--- config.mk ---
export PLATFORM = sky130hd
export DESIGN_NAME = sel_mux_pipe
export DESIGN_NICKNAME = d
export VERILOG_FILES = /design/src/rtl/sel_mux_pipe.sv
export SDC_FILE = /design/constraint.sdc
export NUM_CORES = 1
export LEC_CHECK = 0
export CORE_UTILIZATION = 44
export CTS_CLUSTER_DIAMETER = 120
export DETAILED_ROUTE_END_ITERATION = 8
export GPL_TIMING_DRIVEN = 1
export PLACE_DENSITY_LB_ADDON = 0.25
export SETUP_SLACK_MARGIN = 0.15
export SYNTH_ARGS = -nofsm -noshare
export SYNTH_HDL_FRONTEND = slang
export SYNTH_SLANG_ARGS = --single-unit
--- constraint.sdc ---
create_clock -name clk -period 2.6 [get_ports clk]
set_input_delay 0.78 -clock clk [delete_from_list [all_inputs] [get_ports clk]]
set_output_delay 0.78 -clock clk [all_outputs]
set_load 0.03 [all_outputs]
--- src/rtl/sel_mux_pipe.sv ---
// sel_mux_pipe: registered N-way select mux with valid/ready handshake.
// The two-entry main/skid buffer absorbs downstream stalls without loss.
//
// Ports:
//   clk, rst_n          clock and synchronous active-low reset
//   in_valid, in_ready  upstream handshake (in_ready is a register)
//   sel, data           select and flattened inputs, sampled on accept
//   out_valid, out_ready  downstream handshake
//   out_data, out_sel_err  head entry (value, illegal-select flag)
//   clr_err, err_cnt    clear and saturating count of illegal accepts
module sel_mux_pipe #(
  parameter int              WIDTH  = 32,
  parameter int              N      = 4,
  parameter int              SELW   = 2,
  parameter logic [WIDTH-1:0] DEFVAL = '0
) (
  input  logic               clk,
  input  logic               rst_n,
  input  logic               in_valid,
  output logic               in_ready,
  input  logic [SELW-1:0]    sel,
  input  logic [N*WIDTH-1:0] data,
  output logic               out_valid,
  input  logic               out_ready,
  output logic [WIDTH-1:0]   out_data,
  output logic               out_sel_err,
  input  logic               clr_err,
  output logic [15:0]        err_cnt
);

  typedef enum logic [1:0] {
    EMPTY,
    ONE,
    TWO
  } state_t;

  typedef struct packed {
    logic             err;
    logic [WIDTH-1:0] val;
  } ent_t;

  state_t state_q, state_d;
  ent_t   main_q, skid_q;
  ent_t   ent_d, main_d;
  logic   rdy_q;
  logic   acc, pop;
  logic   wr_main, wr_skid;
  logic   ill_acc;

  assign acc       = in_valid & rdy_q;
  assign pop       = out_valid & out_ready;
  assign ill_acc   = acc & ent_d.err;
  assign in_ready  = rdy_q;
  assign out_valid = (state_q != EMPTY);
  assign out_data    = main_q.val;
  assign out_sel_err = main_q.err;

  // Loop over legal inputs only, so an out-of-range sel never indexes
  // past the bus and falls through to DEFVAL.
  always_comb begin
    ent_d.val = DEFVAL;
    ent_d.err = 1'b1;
    for (int k = 0; k < N; k++) begin
      if (sel == SELW'(k)) begin
        ent_d.val = data[k*WIDTH +: WIDTH];
        ent_d.err = 1'b0;
      end
    end
  end

  always_comb begin
    state_d = state_q;
    wr_main = 1'b0;
    wr_skid = 1'b0;
    main_d  = ent_d;
    unique case (state_q)
      EMPTY: begin
        if (acc) begin
          state_d = ONE;
          wr_main = 1'b1;
        end
      end
      ONE: begin
        if (acc && pop) begin
          wr_main = 1'b1;
        end else if (acc) begin
          state_d = TWO;
          wr_skid = 1'b1;
        end else if (pop) begin
          state_d = EMPTY;
        end
      end
      TWO: begin
        if (pop) begin
          state_d = ONE;
          wr_main = 1'b1;
          main_d  = skid_q;
        end
      end
      default: state_d = EMPTY;
    endcase
  end

  always_ff @(posedge clk) begin
    if (!rst_n) begin
      state_q <= EMPTY;
      rdy_q   <= 1'b0;
    end else begin
      state_q <= state_d;
      // Registered ready: look ahead at the next state.
      rdy_q   <= (state_d != TWO);
    end
  end

  always_ff @(posedge clk) begin
    if (!rst_n) begin
      main_q <= '0;
      skid_q <= '0;
    end else begin
      if (wr_main) main_q <= main_d;
      if (wr_skid) skid_q <= ent_d;
    end
  end

  // Clear wins over the old count but still counts a same-cycle
  // illegal accept.
  always_ff @(posedge clk) begin
    if (!rst_n) begin
      err_cnt <= '0;
    end else if (clr_err) begin
      err_cnt <= ill_acc ? 16'd1 : 16'd0;
    end else if (ill_acc && err_cnt != 16'hFFFF) begin
      err_cnt <= err_cnt + 16'd1;
    end
  end

endmodule

==> flow_summary.json <==
{
  "place_area_sq_mm": 0.00588,
  "cp.arrival_ps": 1620,
  "wl_mm": 10.4,
  "final.setup.worst_slack_ps": 200,
  "area_delta_synth_final_pct": 55.1,
  "clk_latency_ps": 350,
  "layoutNonFillerInstCount": 673,
  "slew_headroom_pct": 51.5,
  "dpl.hpwl_mm": 7.82,
  "fp.dieW_um": 96.4,
  "final_antenna_net_count": 0,
  "grt_overflow": 0,
  "synth_cells": 383,
  "vdd_drop_max_uv": 288,
  "seq_area_sq_mm": 0.00170,
  "antenna_found_initial": 0,
  "yosysSeqAreaShare_pct": 43.4,
  "grt_use_met3_pct": 5.71,
  "final.fill_count": 650,
  "hold_viol": 0,
  "cts_made_buffers": 9,
  "multi_input_area_sq_mm": 0.00204,
  "clock_path_buffers": 2,
  "p_leak_uw": 0.00217,
  "tritoncts": "yes",
  "antenna-diode-count": 0,
  "start_util_pct": 45.2,
  "synth.distinct_cells": 28,
  "drv_slew": 0,
  "syn_avg_cell_area_sq_um": 10.2,
  "grt_max_degree": 39,
  "via_per_inst": 5.28,
  "met2_usage_pct": 40.1,
  "dr.first_iter.drc_count": 138,
  "critPathLaunchType": "register",
  "vias": 3556,
  "postLayoutCellArea_sq_mm": 0.00608,
  "syn_nets": 518,
  "grtUsageMet1_pct": 23.8,
  "synth_seq_cells": 85,
  "powerDensity_mw_per_mm2": 474,
  "dpl.cell_count": 658,
  "hold_path_class": "register to register",
  "reg2reg_slack_ps": 900,
  "die_h_um": 96.4,
  "status": "finished, final reports clean",
  "core_sq_mm": 0.00868,
  "max_freq_ghz": 0.417,
  "drive_gt1_share_pct": 11.0,
  "io_pins": 186,
  "rows": 34,
  "gp_congestion": 0.720,
  "grt_use_total_pct": 21.9,
  "first_pass_iters": 4,
  "cts.reportedPaths.clkPinSlew_ps": 80,
  "crit_fanout": 9,
  "drc_errors": 0,
  "synthesis.area_sq_mm": 0.00392,
  "grt_pass1_wl_mm": 15.5,
  "drv_cap": 0,
  "skew_ps": 10.1,
  "grt_setup_unrepaired": "false",
  "wire_per_inst_um": 15.4,
  "critPathLaunch": "state_q[1]",
  "cts.htree.levels": 3,
  "busiest_layer": "met2",
  "dieArea_sq_mm": 0.00929,
  "ys_warn_count": 0,
  "portBuffers": 185,
  "min_from": "skid_q[32]",
  "finalSetupTns_ps": 0,
  "period_needed_ps": 2400,
  "critPathCaptureType": "output pin",
  "grt_pass1_vias": 3469,
  "cts-root-buf": "clkbuf_8",
  "worstPathRequired_ps": 1820,
  "nets": 696,
  "path_class": "register to output pin",
  "worst_pin_slew_ps": 725,
  "r2r_start": "state_q[0]",
  "dp_worst_setup_slack_ps": 65.0,
  "min_period_over_period_pct": 92.3,
  "clock_sinks": 85,
  "setup_viol": 0
}
[timing repair]
action / in CTS / in global routing
resized for setup: 1 / 0
hold buffers: 0 / 0
setup endpoints to repair: 1 / 0
setup buffers: 0 / 0
[worst max-delay path: stages, from the launching register on]
cell and delay, ps:
dfxtp_2 380, or2_2 300, clkdlybuf4s50_1 590
[cells in the mapped netlist]
cell type / n / share of area (%)
nand2_1: 99 / 9.5
mux4_2: 25 / 14
mux4_1: 7 / 4.7
nand2b_1: 2 / 0.32
and3_1: 1 / 0.16
mux2i_1: 1 / 0.26
a21boi_0: 1 / 0.19
and3b_1: 2 / 0.45
and2_1: 18 / 2.9
or3b_1: 1 / 0.22
buf_2: 10 / 1.3
nor2_1: 1 / 0.096
nand4b_1: 1 / 0.22
clkbuf_1: 10 / 0.96
a21boi_1: 32 / 6.1
or2_2: 1 / 0.16
buf_6: 4 / 1.1
buf_4: 7 / 1.3
buf_1: 2 / 0.19
o21ai_0: 2 / 0.26
o22ai_1: 1 / 0.16
o21ai_1: 30 / 3.8
a22oi_1: 32 / 6.1
a21oi_4: 1 / 0.42
nor3_2: 2 / 0.51
a21oi_1: 2 / 0.26
dfxtp_1: 85 / 43
nor2b_1: 3 / 0.48
[where the power goes]
| part | internal [uW] | leakage [uW] | switching, uW |
|---|---|---|---|
| logic | 360 | 0.00138 | 235 |
| registers | 1340 | 0.000689 | 21.2 |
| clock network | 468 | 0.0000987 | 459 |
[path summary, 6_finish.rpt]
check	cells past startpoint	to
max	2	out_valid
min	2	skid_q[32]
max reg2reg	5	out_data[4]
min reg2reg	2	skid_q[32]
[per-stage QoR]
stage	util [%]	power (uW)	hold WS (ps)
after floorplan	-	1670	410
after global placement	67.7	1970	417
after detailed placement	67.7	1990	423
after CTS	70.0	2900	436
after global routing	70.0	3000	461
final	70.0	2880	437
[area by class of cell]
class | count | share of cell area [%]
multi-input cells | 265 | 33.5
repair buffers | 200 | 33.0
flip-flops and latches | 85 | 28.0
clock buffers | 10 | 2.26
well taps | 108 | 2.22
clock inverters | 5 | 0.988
[sequential cells by signal (all words and copies together), names as in the netlist]
register,cells
skid_q,33
err_cnt,16
state_q,2
out_sel_err,1
out_data,32
in_ready,1
[cell families after synthesis]
family	count (synthesis)	share of synthesized area (%)
buf+inv	33	4.92
flops	85	43.4
simple gates	131	15.0
compound gates	101	17.4
mux	33	19.3
[per-layer routing]
layer / wire length, um / part of all wire [%]
met1: 3910 / 38
met2: 5350 / 52
met3: 929 / 9.0
met4: 161 / 1.6
met5: 0 / 0
[placed cells by master (no fill, tap or decap), types with 3 or more instances in the layout]
master and n:
nor2b_1 3, a22oi_1 32, mux4_2 25, nand2_1 99, dfxtp_1 84, o21ai_1 30
clkdlybuf4s50_1 183, buf_4 11, buf_12 4, and2_1 18, mux4_1 7, clkbuf_8 10
a21boi_1 32
No activity file was read; power rests on OpenSTA's default activity.
